[config.mk]
export PLATFORM = sky130hd
export DESIGN_NAME = sram_read_slave
export DESIGN_NICKNAME = d
export VERILOG_FILES = /design/src/rtl/sram_read_slave.sv
export SDC_FILE = /design/constraint.sdc
export NUM_CORES = 1
export LEC_CHECK = 0
export ABC_CLOCK_PERIOD_IN_PS = 2100
export CORE_ASPECT_RATIO = 0.7
export CORE_MARGIN = 1
export CORE_UTILIZATION = 27
export CTS_BUF_LIST = sky130_fd_sc_hd__clkbuf_8
export CTS_CLUSTER_SIZE = 10
export DETAILED_ROUTE_END_ITERATION = 8
export SLEW_MARGIN = 5
export SYNTH_ARGS = -nofsm -noshare
export SYNTH_HDL_FRONTEND = slang
export SYNTH_SLANG_ARGS = --single-unit
[constraint.sdc]
create_clock -name clk -period 2.1 [get_ports clk]
set_input_delay 0.42 -clock clk [delete_from_list [all_inputs] [get_ports clk]]
set_output_delay 0.42 -clock clk [all_outputs]
set_load 0.02 [all_outputs]
[src/rtl/sram_read_slave.sv]
// sram_read_slave: AXI4 read-channel slave that serves bursts from a 1-cycle-latency on-chip SRAM
module sram_read_slave #(
  parameter int IDS_W  = 8,
  parameter int DATA_W = 32,
  parameter int ADDR_W = 32,
  parameter int LEN_W  = 4,
  parameter int MEM_AW = 14
) (
  input  logic              clk,
  input  logic              rst,
  input  logic [IDS_W-1:0]  ARID_S,
  input  logic [ADDR_W-1:0] ARADDR_S,
  input  logic [LEN_W-1:0]  ARLEN_S,
  input  logic [2:0]        ARSIZE_S,
  input  logic [1:0]        ARBURST_S,
  input  logic              ARVALID_S,
  output logic              ARREADY_S,
  output logic [IDS_W-1:0]  RID_S,
  output logic [DATA_W-1:0] RDATA_S,
  output logic [1:0]        RRESP_S,
  output logic              RLAST_S,
  output logic              RVALID_S,
  input  logic              RREADY_S,
  output logic              mem_ce,
  output logic [MEM_AW-1:0] mem_addr,
  input  logic [DATA_W-1:0] mem_rdata
);
  typedef enum logic [1:0] {IDLE, FETCH, CAPT, RESP} state_t;
  state_t state;
  logic [LEN_W-1:0] cnt;
  logic fixed, err;
  logic unused_addr_bits;
  assign unused_addr_bits = ^{ARADDR_S[ADDR_W-1:MEM_AW+2], ARADDR_S[1:0]};
  // mem_addr doubles as the burst word pointer; it only matters to the SRAM while mem_ce is high
  always_ff @(posedge clk) begin
    if (rst) begin
      state     <= IDLE;
      ARREADY_S <= 1'b1;
      RVALID_S  <= 1'b0;
      RLAST_S   <= 1'b0;
      RRESP_S   <= 2'b00;
      RID_S     <= '0;
      RDATA_S   <= '0;
      mem_ce    <= 1'b0;
      mem_addr  <= '0;
      cnt       <= '0;
      fixed     <= 1'b0;
      err       <= 1'b0;
    end else begin
      case (state)
        IDLE: if (ARVALID_S && ARREADY_S) begin
          ARREADY_S <= 1'b0;
          RID_S     <= ARID_S;
          mem_addr  <= ARADDR_S[MEM_AW+1:2];
          cnt       <= ARLEN_S;
          fixed     <= ARBURST_S == 2'b00;
          err       <= ARSIZE_S != 3'b010;
          mem_ce    <= ARSIZE_S == 3'b010;
          state     <= FETCH;
        end
        FETCH: begin
          mem_ce <= 1'b0;
          state  <= CAPT;
        end
        CAPT: begin
          RDATA_S  <= err ? '0 : mem_rdata;
          RRESP_S  <= err ? 2'b10 : 2'b00;
          RLAST_S  <= cnt == '0;
          RVALID_S <= 1'b1;
          state    <= RESP;
        end
        RESP: if (RREADY_S) begin
          RVALID_S <= 1'b0;
          RLAST_S  <= 1'b0;
          if (cnt == '0) begin
            ARREADY_S <= 1'b1;
            state     <= IDLE;
          end else begin
            cnt      <= cnt - 1'b1;
            mem_addr <= mem_addr + MEM_AW'(!fixed);
            mem_ce   <= !err;
            state    <= FETCH;
          end
        end
        default: state <= IDLE;
      endcase
    end
  end
endmodule

==> impl_metrics.env <==
export IMPL_worstPathMaxFanout=5
export IMPL_regArea_mm2=0.001343
export IMPL_min_to="ARREADY_S"
export IMPL_fin_util_pct=43.74
export IMPL_nets=615
export IMPL_p_seq_share_pct=31.8
export IMPL_yosysSeqAreaShare_pct=42.59
export IMPL_max_vdd_ir_drop_uv=525.4
export IMPL_dieArea_mm2=0.01211
export IMPL_cp_start_kind="register"
export IMPL_cp_cell_sequence="ha_1 > and2b_1 > or4_4 > buf_4 > a22oi_1 > a31oi_1"
export IMPL_whs_ns=0.4205
export IMPL_critPathRequiredTime_ns=2.32
export IMPL_clk_path_buf_depth=2
export IMPL_syn2layout_area_growth_pct=55.15
export IMPL_drt_total_wl_mm=9.700
export IMPL_root_buffer="clkbuf_8"
export IMPL_grt_antenna_before_repair=0
export IMPL_cts_sinks=67
export IMPL_start_util_pct=28.19
export IMPL_fp_dieH_um=92.36
export IMPL_setup_violations_final=0
export IMPL_synthTopCellsByArea="dfxtp_1 43%, a21oi_1 8.4%, nor2b_1 7.2%"
export IMPL_p_int_w=0.003569
export IMPL_grt_max_degree=33
export IMPL_grt_ovfl_total=0
export IMPL_design_area_mm2=0.004886
export IMPL_coreArea_mm2=0.01117
export IMPL_powerDensity_mw_per_mm2=1202
export IMPL_grt_pass1_vias=2982
export IMPL_io_pins=145
export IMPL_synth_top_area_share_pct=42.59
export IMPL_status="finished clean"
export IMPL_reg2reg_depth=6
export IMPL_cts_tree="yes"
export IMPL_port_buffers=125
export IMPL_fillerInstances=1099
export IMPL_holdCritStartpoint="rst"
export IMPL_synthesis_instances=384
export IMPL_final_cell_mix="124 x clkdlybuf4s50_1, 66 x dfxtp_1, 54 x nor2_1, 53 x a21oi_1, 35 x nor2b_1"
export IMPL_drc=0
export IMPL_fp_dieW_um=131.1
export IMPL_dp_cells=662
export IMPL_netlist_area_mm2=0.003149
export IMPL_num_rows=32
export IMPL_combinationalPowerShare_pct=49.8
export IMPL_track_usage_pct=16.33
export IMPL_clk_latency_ns=0.34
export IMPL_ys_seq_elements=67
export IMPL_fin_crit_ns=2.003
export IMPL_hold_depth=3
export IMPL_drt_pass1_iterations=4
export IMPL_period_share_pct=95.38
export IMPL_layout_drive_gt1_share_pct=11.01
export IMPL_gp_congestion=0.8008
export IMPL_rr_endpoint="mem_addr[13]"
export IMPL_viasPerCell=4.744
export IMPL_dpl_hpwl_mm=7.054
export IMPL_finalClockSkew_ns=0.008985
export IMPL_yosysUniqueCellTypes=54
export IMPL_placed_area_mm2=0.004667
export IMPL_drv_cap=0
export IMPL_r2r_slack_ns=0.1
export IMPL_syn_avg_cell_area_um2=8.201
export IMPL_yosys_warnings=0
export IMPL_timing_final_max_slew_violations=0
export IMPL_syn_nets=477
export IMPL_hold_viol=0
export IMPL_arrival_ns=2.22
export IMPL_sw_frac_of_total_pct=39.23
export IMPL_p_switching_w=0.002304
export IMPL_dr_total_vias=3226
export IMPL_finalNonFillerCells=680
export IMPL_synth_ff_type="dfxtp_1"
export IMPL_multiInputGateArea_mm2=0.001657
export IMPL_synth_edf_count=0
export IMPL_cts_inserted_buffers=9
export IMPL_grt_first_pass_wirelength_mm=15.20
export IMPL_pwr_share_clk_pct=18.3
export IMPL_layout_commonest_cell="clkdlybuf4s50_1"
export IMPL_cp_slowest_cell="or4_4"
export IMPL_critPathMaxStageDelay_ns=0.57
export IMPL_wl_per_cell_um=14.26
export IMPL_antenna_cells=0
export IMPL_p_leak_nw=1.831
export IMPL_synthArstFlopShare_pct=0
export IMPL_hp_class="in2reg"
export IMPL_rsz0062_at_grt="false"
export IMPL_timing_fmax_mhz=499.3
export IMPL_r2r_start="state[0]"
export IMPL_critical_path_class="reg2reg"
export IMPL_htreeDepth=3
export IMPL_yosys_area_top_type="dfxtp_1"
export IMPL_critPathCaptureType="register"
export IMPL_first_iter_violations=131
export IMPL_ant_nets=0
export IMPL_cts_clk_slew_worst_paths_ns=0.08
## cells by family after synthesis
kind of cell,synth area share (%)
AO/OA/AOI/OAI,19.47
adder cells (fa/ha/maj),3.179
buffers and inverters,5.165
flip-flops,42.59
multiplexers,1.947
other,0.1191
AND/OR/NAND/NOR,27.53
## sequential cells by signal, indices dropped and copies added (netlist names), 2 cells and up
register and flops:
RDATA_S 32, RID_S 8, cnt 4, mem_addr 14, state 2
## cells in the mapped netlist, types with 3 or more instances
| library cell | n |
|---|---|
| a211oi_1 | 6 |
| a21oi_1 | 53 |
| a22oi_1 | 4 |
| a31oi_1 | 3 |
| clkbuf_1 | 21 |
| dfxtp_1 | 67 |
| ha_1 | 8 |
| inv_1 | 10 |
| mux2i_1 | 5 |
| nand2_1 | 30 |
| nand2b_1 | 3 |
| nand3_1 | 6 |
| nand3b_1 | 4 |
| nand4_1 | 3 |
| nor2_1 | 54 |
| nor2b_1 | 36 |
| nor3_1 | 8 |
| nor4_1 | 6 |
| o21ai_0 | 9 |
| o31ai_1 | 5 |
## what timing repair did
action                                  4_1_cts  5_1_grt
gates resized for setup                       0        3
endpoints found under the setup margin        0       11
hold buffers                                  0        0
buffers inserted                              0        2
## power groups by stage
stage / logic, W / clock network (W) / registers, W
after detailed placement: 0.00290 / 0 / 0.00189
after global routing: 0.00321 / 0.00118 / 0.00192
final: 0.00293 / 0.00108 / 0.00187
after floorplan: 0.00138 / 0 / 0.00215
after global placement: 0.00286 / 0 / 0.00187
after CTS: 0.00291 / 0.00112 / 0.00187
## stage by stage
| step | setup TNS, ns | power (W) | worst slack (ns) |
|---|---|---|---|
| finish | 0 | 0.005873 | 0.09710 |
| global route | 0 | 0.006311 | 0.005619 |
| CTS | 0 | 0.005904 | 0.02027 |
| detailed placement | -1.987 | 0.004790 | -0.2203 |
| global placement | -1.631 | 0.004730 | -0.2008 |
| floorplan | 0 | 0.003527 | 0.1796 |
## final cells by class
class,count,area share (%)
Inverter,10,0.7682
Multi-Input combinational cell,280,33.91
Tap cell,153,3.918
Sequential cell,67,27.48
Clock inverter,6,1.152
Timing Repair Buffer,154,29.96
Clock buffer,10,2.817
## critical path, delay by kind of cell, from the launching register on
kind	cells	cell delay, ns
DFF	1	0.35
and+or+nand+nor	2	0.81
adders and majority gates	1	0.28
buffers and inverters	1	0.17
AOI/OAI and AO/OA	2	0.28
## per-layer routing
metal,wire (µm),vias up,GRT usage (%)
li1,-,1610,-
met1,4803,1494,23.55
met2,4004,114,23.68
met3,831,8,4.968
met4,61,0,3.257
met5,0,-,0
## worst max path at each step
stage	from	end	slack, ns	cells past startpoint
4_1_cts	state[1]	mem_addr[13]	0.02	7
2_1_floorplan	state[0]	mem_addr[11]	0.18	7
3_5_place_dp	RREADY_S	mem_addr[13]	-0.22	6
5_1_grt	cnt[0]	mem_addr[13]	0.006	7
6_report	state[0]	mem_addr[13]	0.1	6
3_3_place_gp	RREADY_S	mem_addr[13]	-0.20	6
Note: power is estimated with default switching activity, not from simulation.
